`config.mk`:
```
export PLATFORM = sky130hd
export DESIGN_NAME = puf_soc_resp_sampler
export DESIGN_NICKNAME = d
export VERILOG_FILES = /design/src/rtl/puf_soc_resp_sampler.sv
export SDC_FILE = /design/constraint.sdc
export NUM_CORES = 1
export LEC_CHECK = 0
export CORE_MARGIN = 5
export CORE_UTILIZATION = 57
export DETAILED_ROUTE_END_ITERATION = 10
export GPL_ROUTABILITY_DRIVEN = 0
export GPL_TIMING_DRIVEN = 1
export PLACE_DENSITY = 0.85
export SLEW_MARGIN = 5
export SYNTH_ARGS = -nofsm -noshare
export SYNTH_HDL_FRONTEND = slang
export SYNTH_SLANG_ARGS = --single-unit
```
`constraint.sdc`:
```
create_clock -name i_clk -period 4.8 [get_ports i_clk]
set_clock_uncertainty 0.05 [all_clocks]
set_input_delay 0.48 -clock i_clk [delete_from_list [all_inputs] [get_ports i_clk]]
set_output_delay 0.48 -clock i_clk [all_outputs]
set_load 0.005 [all_outputs]
```
`src/rtl/puf_soc_resp_sampler.sv`:
```
// Scan controller for puf_soc_mux: steps the select, waits for the cell to settle, then
// samples each channel into a response word returned over valid/ready. Optional build
// macro PUF_SOC_MAJ_VOTE_EN enables 3-sample majority voting with an unstable-channel count.
module puf_soc_resp_sampler #(
    parameter int N_BIT      = 1,
    parameter int MUX_SZ     = 16,
    parameter int SETTLE_CYC = 4
) (
    input  logic                      i_clk,
    input  logic                      i_rst_n,
    input  logic                      i_start,
    output logic                      o_busy,
    output logic [$clog2(MUX_SZ)-1:0] o_sel_mux,
    input  logic [N_BIT-1:0]          i_mux,
    output logic [MUX_SZ*N_BIT-1:0]   o_resp,
    output logic                      o_resp_valid,
    input  logic                      i_resp_ready,
    output logic [$clog2(MUX_SZ):0]   o_unstable_cnt
);

    localparam int SEL_W = $clog2(MUX_SZ);
    localparam int CNT_W = 8;
    localparam logic [SEL_W-1:0] SEL_LAST = SEL_W'(MUX_SZ - 1);
    localparam logic [CNT_W-1:0] CNT_LOAD = CNT_W'(SETTLE_CYC - 1);

    typedef enum logic [1:0] {
        ST_IDLE,
        ST_SETTLE,
        ST_SAMPLE,
        ST_DONE
    } state_t;

    state_t                    state_reg, state_next;
    logic [CNT_W-1:0]          cnt_reg, cnt_next;
    logic [SEL_W-1:0]          sel_reg, sel_next;
    logic [MUX_SZ*N_BIT-1:0]   resp_reg, resp_next;
    logic                      valid_reg, valid_next;
    logic                      busy_reg, busy_next;

    // sample_last marks the cycle in SAMPLE whose edge commits the slot value
    logic                      sample_last;
    logic [N_BIT-1:0]          sample_val;
    logic                      start_accept;

    assign start_accept = (state_reg == ST_IDLE) && i_start;

`ifdef PUF_SOC_MAJ_VOTE_EN
    logic [1:0]       phase_reg, phase_next;
    logic [N_BIT-1:0] vote0_reg, vote1_reg;
    logic [SEL_W:0]   unst_reg, unst_next;
    logic [N_BIT-1:0] maj_val;
    logic             disagree;
    genvar gi;

    // The third vote is taken live from i_mux on the committing edge
    generate
        for (gi = 0; gi < N_BIT; gi++) begin : g_maj
            assign maj_val[gi] = (vote0_reg[gi] & vote1_reg[gi]) |
                                 (vote0_reg[gi] & i_mux[gi])     |
                                 (vote1_reg[gi] & i_mux[gi]);
        end
    endgenerate

    assign disagree    = |((vote0_reg ^ vote1_reg) | (vote1_reg ^ i_mux));
    assign sample_last = (phase_reg == 2'd2);
    assign sample_val  = maj_val;

    always_comb begin
        phase_next = phase_reg;
        unst_next  = unst_reg;
        if (start_accept) begin
            phase_next = 2'd0;
            unst_next  = '0;
        end else if (state_reg == ST_SAMPLE) begin
            phase_next = sample_last ? 2'd0 : phase_reg + 2'd1;
            if (sample_last && disagree) begin
                unst_next = unst_reg + 1'b1;
            end
        end
    end

    always_ff @(posedge i_clk) begin
        if (!i_rst_n) begin
            phase_reg <= 2'd0;
            vote0_reg <= '0;
            vote1_reg <= '0;
            unst_reg  <= '0;
        end else begin
            phase_reg <= phase_next;
            unst_reg  <= unst_next;
            if (state_reg == ST_SAMPLE && phase_reg == 2'd0) begin
                vote0_reg <= i_mux;
            end
            if (state_reg == ST_SAMPLE && phase_reg == 2'd1) begin
                vote1_reg <= i_mux;
            end
        end
    end

    assign o_unstable_cnt = unst_reg;
`else
    assign sample_last    = 1'b1;
    assign sample_val     = i_mux;
    assign o_unstable_cnt = '0;
`endif

    always_comb begin
        state_next = state_reg;
        cnt_next   = cnt_reg;
        sel_next   = sel_reg;
        resp_next  = resp_reg;
        valid_next = valid_reg;
        busy_next  = busy_reg;
        case (state_reg)
            ST_IDLE: begin
                if (i_start) begin
                    state_next = ST_SETTLE;
                    sel_next   = '0;
                    resp_next  = '0;
                    cnt_next   = CNT_LOAD;
                    busy_next  = 1'b1;
                end
            end
            ST_SETTLE: begin
                if (cnt_reg == '0) begin
                    state_next = ST_SAMPLE;
                end else begin
                    cnt_next = cnt_reg - 1'b1;
                end
            end
            ST_SAMPLE: begin
                if (sample_last) begin
                    resp_next[sel_reg*N_BIT +: N_BIT] = sample_val;
                    if (sel_reg == SEL_LAST) begin
                        state_next = ST_DONE;
                        valid_next = 1'b1;
                    end else begin
                        // Select only moves on SETTLE entry so the mux sees a stable input
                        sel_next   = sel_reg + 1'b1;
                        cnt_next   = CNT_LOAD;
                        state_next = ST_SETTLE;
                    end
                end
            end
            ST_DONE: begin
                if (i_resp_ready) begin
                    state_next = ST_IDLE;
                    valid_next = 1'b0;
                    busy_next  = 1'b0;
                    sel_next   = '0;
                end
            end
            default: begin
                state_next = ST_IDLE;
            end
        endcase
    end

    always_ff @(posedge i_clk) begin
        if (!i_rst_n) begin
            state_reg <= ST_IDLE;
            cnt_reg   <= '0;
            sel_reg   <= '0;
            resp_reg  <= '0;
            valid_reg <= 1'b0;
            busy_reg  <= 1'b0;
        end else begin
            state_reg <= state_next;
            cnt_reg   <= cnt_next;
            sel_reg   <= sel_next;
            resp_reg  <= resp_next;
            valid_reg <= valid_next;
            busy_reg  <= busy_next;
        end
    end

    assign o_busy       = busy_reg;
    assign o_sel_mux    = sel_reg;
    assign o_resp       = resp_reg;
    assign o_resp_valid = valid_reg;

endmodule

```
After elaboration in Yosys (flattened, before gate mapping) --
Cells that the tools add are included.
Storage, ports and cells: word-level logic and storage cells 55, flip-flop bits (word level) 32
Cells by class: multiplexer cells 21, reductions and logical operators 13, equality and inequality tests 10, add/sub/neg operators 3, shift operators 2
Operator list (count):
- $neg A4 Y34 | 1
- $shift A1 B34 Y16 const A | 1
- $shiftx A1 B34 Y16 | 1
- $pmux W16 S2 | 1
- $mux W8 | 3
- $pmux W8 S3 | 1
- $bwmux W16 | 1
- $mux W16 | 1
- $mux W4 | 3
- $ne A2 B2 Y1 const B | 6
- $pmux W4 S3 | 1
- $reduce_and A3 Y1 | 3
- $logic_not A8 Y1 | 1
- $mux W2 | 4
- $pmux W2 S4 | 1
- $reduce_and A4 Y1 | 2
- $sub A8 B1 Y8 const B | 1
- $reduce_bool A2 Y1 | 3
- $reduce_bool A3 Y1 | 2
- $add A4 B1 Y4 const B | 1
- $eq A2 B2 Y1 const B | 2
- $eq A4 B4 Y1 const B | 1
- $pmux W1 S2 | 2
- $mux W1 | 3
- 3 further kinds | 3

Logic depth before layout (Yosys ltp) --
Gate-level depths: netlist (run 1).
depth in word-level cells 4, mapped depth 7

Worst setup path before layout (run 1) --
OpenSTA, ideal clock, no wires.
path type register to register, start reg sel_reg[0] (netlist: o_sel_mux[0]), end reg resp_reg[5] (netlist: o_resp[5]), arrival time 1.984 ns, path buffers 1, slack 2.633 ns, required time 4.617 ns, stages on the path, launching flop included 8, cell sequence dfxtp_1 > clkbuf_1 > inv_1 > ha_1 > nor3b_1 > or4b_1 > o211ai_1 > o31ai_1
Between the ends: cells in the longest elaborated chain, start to end 4, elaborated cells between the ends (all ways) 5
Ends and longest elaborated chain:
- start: declaration | line 35 | logic [SEL_W-1:0] sel_reg, sel_next;
- start signal: assignment | line 170 | sel_reg <= sel_next;
- $neg A4 Y34 (*) | line 133 | resp_next[sel_reg*N_BIT +: N_BIT] = sample_val;
- $shiftx A1 B34 Y16 or $shift A1 B34 Y16 (tied branches) | line 133
- $bwmux W16 (*) | line 133
- $pmux W16 S2 (*) | line 114 | case (state_reg)
- end signal: assignment | line 171 | resp_reg <= resp_next;
- end: declaration | line 36 | logic [MUX_SZ*N_BIT-1:0] resp_reg, resp_next;
Mark *: on every way between the ends. The rest lies on a longest branch, timed or not. A chain may end at the register's enable or synchronous reset.

Worst setup path after layout (run 1) --
start reg state_reg[0], end reg resp_reg[3] (netlist: o_resp[3])
Between the ends: cells in the longest elaborated chain, start to end 3, elaborated cells between the ends (all ways) 6
Ends and longest elaborated chain:
- start: declaration | line 33 | state_t state_reg, state_next;
- start signal: assignment | line 168 | state_reg <= state_next;
- $eq A2 B2 Y1 or $logic_not A2 Y1 (tied branches) | line 114
- $reduce_bool A2 Y1 (no source line) or $ne A2 B2 Y1 (tied branches)
- $reduce_and A2 Y1 (no source line)
Parallel ways exist; a longest one is shown, timed or not.

==> reports/summary.txt, run 1 <==
n_diodes -> 0
full die area -> 0.00463 sq mm
CTS-repair resized insts -> 0
outcome -> finished, final reports clean
register area share after synthesis -> 0.334
CP Cell Sequence -> inv_1 -> ha_1 -> mux2i_1 -> nor4_1 -> nand2_1 -> a32o_1
post-route clock period utilization -> 0.497
Syn Area/Cell -> 8.46 sq um
Worst Path Buf+Inv -> 1
Remaining DRCs -> 0
Core Area -> 0.00331 sq mm
Relative slew margins -> 0.566
crit-path max cell delay -> 640 ps
Worst-Skew Late Latency -> 330 ps
Max-Cap Viols -> 0
cell area after synthesis -> 0.00192 sq mm
Layout Nets -> 264
pin count of the biggest net entering global routing -> 17
Crit path arrival time -> 2550 ps
CP Class -> reg -> reg
required time worst endpoint -> 4970 ps
antenna-violating nets left -> 0
initial antenna violation count -> 0
Max FO, Critical Path -> 16
I/O pins -> 32
max reg flops -> 16
P_leak -> 0.765 nW
top_reg_cell synth -> dfxtp_1
PwrDens -> 413 mW/mm^2
most common cell after layout, fill and taps aside -> dfxtp_1
DR WL/cell -> 13.6 um
Detailed Route Iter0 Violations -> 97
initial core utilization -> 0.580
FP Rows -> 21
EDFF count, synth -> 0
CTS Buf Count -> 5
Worst VDD drop -> 344 uV
CTS clk-pin slew, worst paths -> 100 ps
yosys warns -> 0
crit start category -> flop
fin util -> 0.675
number of iterations in the first detailed-routing pass -> 4
Avg Vias per Cell -> 5.80
post-CTS setup buffer count -> 0
Post-Synthesis Cells -> 227
Clock Tree Buf Depth -> 2
share of cells above drive strength 1 -> 0.0916
first-pass GRT wire length -> 7.10 mm
htree depth -> 2
Final setup viols -> 0
GRT overflow -> 0
post-synth cell types -> 55
chip height -> 68.0 um
crit path max-delay cell type -> nor4_1
root buffer cell -> clkbuf_4
Slew Limit Fails -> 0
# hold bufs at CTS -> 0
Total Neg Setup Slack -> 0 ps
FFs w/ async S/R, synth -> 0
final hold vios -> 0
DIE WIDTH -> 68.0 um
final wirelength -> 4.05 mm
DP HPWL -> 3.06 mm
CTS tree -> built
crit end category -> flop
min Tclk post-route -> 2390 ps
Port Buffers -> 26
Hold WC Path Type -> reg -> reg
vias in the first global route -> 1,580
flop and latch count out of synthesis -> 32
Least-Margin Pin Slew -> 645 ps
unrepaired setup endpoints after global routing -> false
Layout area overhead -> 16.3%
maximum clock rate -> 419 MHz
CP top delay family -> simple AND/OR/NAND/NOR gates
via count -> 1,723
Clock Sink Count -> 32
most frequent cells in the layout -> dfxtp_1 (32), clkdlybuf4s50_1 (26), nand2_1 (21)
Tot GR Track Use -> 0.201
==> metal layers <==
| metal | wire (um) | track usage | vias to the layer above |
|---|---|---|---|
| met3 | 199 | 0.0411 | 8 |
| li1 | - | - | 895 |
| met4 | 77 | 0.0993 | 0 |
| met1 | 1900 | 0.271 | 773 |
| met5 | 0 | 0 | - |
| met2 | 1870 | 0.302 | 47 |
==> worst reg2reg max path, cell delays in order (launching register included) <==
cell and delay (ps):
dfxtp_1 370, inv_1 100, ha_1 440, mux2i_1 290
nor4_1 640, nand2_1 100, a32o_1 290
==> path summary, 6_finish.rpt <==
check	startpoint	endpoint	slack [ps]	depth (start not counted)
min	cnt_reg[7]	cnt_reg[7]	420	2
min reg2reg	cnt_reg[7]	cnt_reg[7]	420	2
max	state_reg[0]	o_resp[3]	2410	6
max reg2reg	state_reg[0]	o_resp[3]	2410	6
==> cell usage after synthesis, types with 2 or more instances <==
cell / count / area (sq um)
clkbuf_1: 5 / 18.8
inv_1: 10 / 37.5
a21bo_2: 3 / 30.0
nand3_1: 5 / 25.0
a211oi_1: 4 / 30.0
a32o_1: 4 / 40.0
nand2b_1: 9 / 56.3
buf_2: 2 / 10.0
nor4b_1: 2 / 17.5
mux2i_1: 4 / 40.0
nor3_1: 5 / 25.0
o21ai_0: 11 / 55.1
and4_1: 2 / 17.5
and2_1: 4 / 25.0
nor2_1: 8 / 30.0
nand4_1: 9 / 56.3
or2_2: 2 / 12.5
dfxtp_1: 32 / 641
buf_4: 5 / 37.5
nor4_1: 2 / 12.5
nor2b_1: 3 / 18.8
o21a_1: 2 / 15.0
ha_1: 9 / 113
or3_1: 2 / 12.5
o211ai_1: 9 / 67.6
nand2_1: 21 / 78.8
or4_1: 2 / 15.0
o31ai_1: 4 / 30.0
a21oi_1: 15 / 75.1
and3_1: 2 / 12.5
nand3b_1: 2 / 15.0
a31o_2: 3 / 26.3
a31oi_1: 3 / 18.8
==> where the power goes <==
group / switching [mW] / internal, mW
combinational: 0.257 / 0.171
clock: 0.0906 / 0.0696
sequential: 0.0329 / 0.302
total: 0.381 / 0.542
==> per-stage QoR <==
stage	hold slack [ps]	worst slack, ps	area, sq um	instances	power [mW]
4_1_cts	422	2430	2230	297	0.926
3_3_place_gp	401	2400	2170	289	0.753
3_5_place_dp	405	2290	2170	289	0.764
2_1_floorplan	388	2630	1940	231	0.704
6_report	418	2410	2230	297	0.923
5_1_grt	461	2070	2230	297	1.01
==> cell families after synthesis <==
logic type | Yosys count | share of synthesized area
compound gates | 70 | 0.264
xor+xnor | 2 | 0.00912
fa+ha+maj | 9 | 0.0586
buf+inv | 24 | 0.0619
flops | 32 | 0.334
mux | 5 | 0.0267
other cells | 1 | 0.00195
simple gates | 84 | 0.244
==> cell type report <==
cell class	count	area [sq um]
multi-input cells	175	1180
fillers	299	1080
flip-flops and latches	32	641
repair buffers	26	260
well taps	46	57.6
clock buffers	6	51.3
inverters	10	37.5
clock inverters	2	10.0
(Power assumes the default switching activity.)
==> run 2: changes to the inputs <==
--- a/config.mk
+++ b/config.mk
@@ -6,11 +6,11 @@
 export NUM_CORES = 1
 export LEC_CHECK = 0
 export CORE_MARGIN = 5
-export CORE_UTILIZATION = 57
+export CORE_UTILIZATION = 48
 export DETAILED_ROUTE_END_ITERATION = 10
 export GPL_ROUTABILITY_DRIVEN = 0
 export GPL_TIMING_DRIVEN = 1
-export PLACE_DENSITY = 0.85
+export PLACE_DENSITY = 0.76
 export SLEW_MARGIN = 5
 export SYNTH_ARGS = -nofsm -noshare
 export SYNTH_HDL_FRONTEND = slang
==> constraint.sdc (replaced) <==
create_clock -name i_clk -period 2.1 [get_ports i_clk]
set_clock_uncertainty 0.05 [all_clocks]
set_input_delay 0.21 -clock i_clk [delete_from_list [all_inputs] [get_ports i_clk]]
set_output_delay 0.21 -clock i_clk [all_outputs]
set_load 0.005 [all_outputs]
==> reports/summary.txt, run 2 (synthesis results as in run 1) <==
most frequent cells in the layout -> dfxtp_1 (29), clkdlybuf4s50_1 (26), nand2_1 (21)
Remaining DRCs -> 0
n_diodes -> 0
share of cells above drive strength 1 -> 0.168
Total Neg Setup Slack -> 0 ps
P_leak -> 0.868 nW
final hold vios -> 0
Layout area overhead -> 26.6%
# fillers -> 351
vias in the first global route -> 1,732
CP top delay family -> buffers and inverters
# hold bufs at CTS -> 0
Register Area -> 644 sq um
antenna-violating nets left -> 0
Final setup viols -> 0
crit start category -> flop
CTS clk-pin slew, worst paths -> 70 ps
DR WL/cell -> 14.3 um
combinational share of power -> 0.446
initial core utilization -> 0.487
root buffer cell -> clkbuf_8
Slew Limit Fails -> 0
initial antenna violation count -> 0
I/O pins -> 32
DP HPWL -> 3.37 mm
CP most frequent cell -> buf_4
full die area -> 0.00537 sq mm
post-CTS setup buffer count -> 0
min Tclk post-route -> 1970 ps
net switching power -> 914 uW
pin count of the biggest net entering global routing -> 15
FP Rows -> 23
post-route clock period utilization -> 0.937
Hold WC Path Type -> reg -> reg
most common cell after layout, fill and taps aside -> dfxtp_1
dpl ws -> 9.97 ps
htree depth -> 2
maximum clock rate -> 508 MHz
Max FO, Critical Path -> 6
Layout Nets -> 281
crit end category -> flop
chip height -> 73.3 um
outcome -> finished, final reports clean
crit-path max cell delay -> 330 ps
unrepaired setup endpoints after global routing -> false
CTS Buf Count -> 5
CP Class -> reg -> reg
Worst-Skew Late Latency -> 280 ps
number of iterations in the first detailed-routing pass -> 4
area occupied by multi-input gates -> 0.00119 sq mm
Clock Tree Buf Depth -> 2
Core Area -> 0.00394 sq mm
final wirelength -> 4.54 mm
Worst Setup Slack, final -> 132 ps
Max-Cap Viols -> 0
PwrDens -> 995 mW/mm^2
Net Sw Frac -> 0.378
Clk pwr share -> 0.238
max reg flops -> 16
Crit path arrival time -> 2090 ps
Detailed Route Iter0 Violations -> 94
required time worst endpoint -> 2220 ps
Tot GR Track Use -> 0.186
CTS tree -> built
Port Buffers -> 26
internal power -> 1.50 mW
Clock Sink Count -> 32
GRT overflow -> 0
Reg power frac -> 0.315
Avg Vias per Cell -> 5.77
first-pass GRT wire length -> 7.92 mm
Worst Path Buf+Inv -> 3
CP Cell Sequence -> inv_1 -> ha_2 -> mux2i_1 -> buf_4 -> nor4_2 -> buf_4 -> nand2_1 -> a32o_1
DIE WIDTH -> 73.3 um
via count -> 1,834
Worst VDD drop -> 567 uV
crit path max-delay cell type -> dfxtp_1
run 2: power groups by stage:
stage / clock, mW / combinational (mW) / sequential [mW]
after floorplan: 0 / 0.855 / 0.754
after global placement: 0 / 1.04 / 0.768
after detailed placement: 0 / 1.05 / 0.772
after CTS: 0.591 / 1.07 / 0.759
after global routing: 0.622 / 1.21 / 0.776
final: 0.576 / 1.08 / 0.763
run 2: path summary, 6_finish.rpt:
check,start,slack [ps],depth (start not counted),to
worst max-delay path,state_reg[1],130,8,o_resp[11]
worst min-delay path,cnt_reg[5],420,2,cnt_reg[5]
worst min register to register,cnt_reg[5],420,2,cnt_reg[5]
worst max register to register,state_reg[1],130,8,o_resp[11]
run 2: timing repair:
item,CTS,global route
endpoints found under the hold margin,0,0
gates resized for setup,1,7
setup endpoints to repair,4,12
run 2: routing by layer:
layer	part of all wire	up-vias	global-route usage
li1	-	930	-
met1	0.49	850	0.260
met2	0.44	47	0.279
met3	0.053	7	0.0369
met4	0.015	0	0.0717
met5	0	-	0
run 2: metrics by stage:
stage | hold slack, ps | power (mW) | instance area [sq um] | cells | utilization
floorplan | 278 | 1.61 | 1940 | 231 | -
detailed placement | 412 | 1.82 | 2300 | 310 | 0.585
global route | 448 | 2.61 | 2430 | 318 | 0.617
finish | 419 | 2.42 | 2430 | 318 | 0.617
CTS | 421 | 2.41 | 2420 | 318 | 0.613
global placement | 402 | 1.81 | 2300 | 310 | 0.585
run 2: final cells by class:
type,instances,area share
clock buffers,6,0.0299
clock inverters,2,0.0144
inverters,10,0.0154
multi-input cells,175,0.490
flip-flops and latches,32,0.265
well taps,50,0.0257
repair buffers,43,0.160
run 2: tightest hold or removal path, delay by kind of cell, from the launching register on:
kind	cells	cell delay, ps
DFF	1	320
muxes	1	50
and+or+nand+nor	1	50
==> run 3: changes to the inputs <==
--- a/config.mk
+++ b/config.mk
@@ -11,6 +11,7 @@
 export GPL_ROUTABILITY_DRIVEN = 0
 export GPL_TIMING_DRIVEN = 1
 export PLACE_DENSITY = 0.76
+export SKIP_CTS_REPAIR_TIMING = 1
 export SLEW_MARGIN = 5
 export SYNTH_ARGS = -nofsm -noshare
 export SYNTH_HDL_FRONTEND = slang
==> reports/summary.txt, run 3 (synthesis results as in run 1) <==
maximum clock rate -> 508 MHz
area occupied by multi-input gates -> 0.00119 sq mm
Worst VDD drop -> 567 uV
DR WL/cell -> 14.3 um
most frequent cells in the layout -> dfxtp_1 (29), clkdlybuf4s50_1 (26), nand2_1 (21)
Remaining DRCs -> 0
initial antenna violation count -> 0
min Tclk post-route -> 1970 ps
Max-Cap Viols -> 0
full die area -> 0.00537 sq mm
Crit path arrival time -> 2090 ps
vias in the first global route -> 1,732
Clock Sink Count -> 32
Hold WC Path Type -> reg -> reg
non-filler instance count after layout -> 318
Register Area -> 644 sq um
Detailed Route Iter0 Violations -> 95
unrepaired setup endpoints after global routing -> false
Worst Setup Slack, final -> 133 ps
# fillers -> 351
GRT overflow -> 0
Final setup viols -> 0
first-pass GRT wire length -> 7.91 mm
initial core utilization -> 0.487
dpl ws -> 9.97 ps
share of cells above drive strength 1 -> 0.168
Avg Vias per Cell -> 5.77
number of iterations in the first detailed-routing pass -> 4
DP Cell Count -> 310
Layout area overhead -> 26.6%
chip height -> 73.3 um
FP Rows -> 23
Tot GR Track Use -> 0.185
r2r worst-path depth -> 8
Max FO, Critical Path -> 6
most common cell after layout, fill and taps aside -> dfxtp_1
CP Class -> reg -> reg
crit end category -> flop
Worst-Skew Late Latency -> 280 ps
crit start category -> flop
DP HPWL -> 3.37 mm
DIE WIDTH -> 73.3 um
htree depth -> 2
CTS Buf Count -> 5
via count -> 1,834
antenna-violating nets left -> 0
final hold vios -> 0
Core Area -> 0.00394 sq mm
PwrDens -> 995 mW/mm^2
WHS Path Cells -> 2
Tot Pwr -> 2.42 mW
I/O pins -> 32
Clock Tree Buf Depth -> 2
required time worst endpoint -> 2220 ps
Slew Limit Fails -> 0
pin count of the biggest net entering global routing -> 15
root buffer cell -> clkbuf_8
n_diodes -> 0
CTS tree -> built
final wirelength -> 4.55 mm
Layout Nets -> 281
Port Buffers -> 26
outcome -> finished, final reports clean
max reg flops -> 16
Total Neg Setup Slack -> 0 ps
P_leak -> 0.868 nW
post-route clock period utilization -> 0.937
CTS clk-pin slew, worst paths -> 70 ps
-- run 3: metrics by stage --
stage / cell area [sq um] / hold WS, ps / utilization
after CTS: 2410 / 421 / 0.612
final: 2430 / 419 / 0.617
after floorplan: 1940 / 278 / -
after detailed placement: 2300 / 412 / 0.585
after global routing: 2430 / 448 / 0.617
after global placement: 2300 / 402 / 0.585
-- run 3: worst max-delay path, cell delays in order, from the launching register on --
cell	delay [ps]
dfxtp_1	330
inv_1	120
ha_2	270
mux2i_1	150
buf_4	170
nor4_2	270
buf_4	180
nand2_1	50
a32o_1	260
-- run 3: final cells by class --
class,count,share of cell area
repair buffers,43,0.160
clock inverters,2,0.0144
inverters,10,0.0154
well taps,50,0.0257
multi-input cells,175,0.490
clock buffers,6,0.0299
flip-flops and latches,32,0.265
-- run 3: worst paths after layout --
| check | start | endpoint | slack (ps) |
|---|---|---|---|
| max | state_reg[1] | o_resp[11] | 130 |
| min | cnt_reg[5] | cnt_reg[5] | 420 |
| max reg2reg | state_reg[1] | o_resp[11] | 130 |
| min reg2reg | cnt_reg[5] | cnt_reg[5] | 420 |
-- run 3: metal layers --
metal | vias to the layer above | GRT usage | part of all wire
li1 | 930 | - | -
met1 | 853 | 0.259 | 0.49
met2 | 44 | 0.279 | 0.44
met3 | 7 | 0.0369 | 0.052
met4 | 0 | 0.0717 | 0.015
met5 | - | 0 | 0
-- run 3: where the power goes --
group	total, mW	switching [mW]	internal [mW]	leakage (nW)
clock	0.576	0.224	0.352	0.0552
sequential	0.763	0.0698	0.693	0.261
combinational	1.08	0.620	0.459	0.552
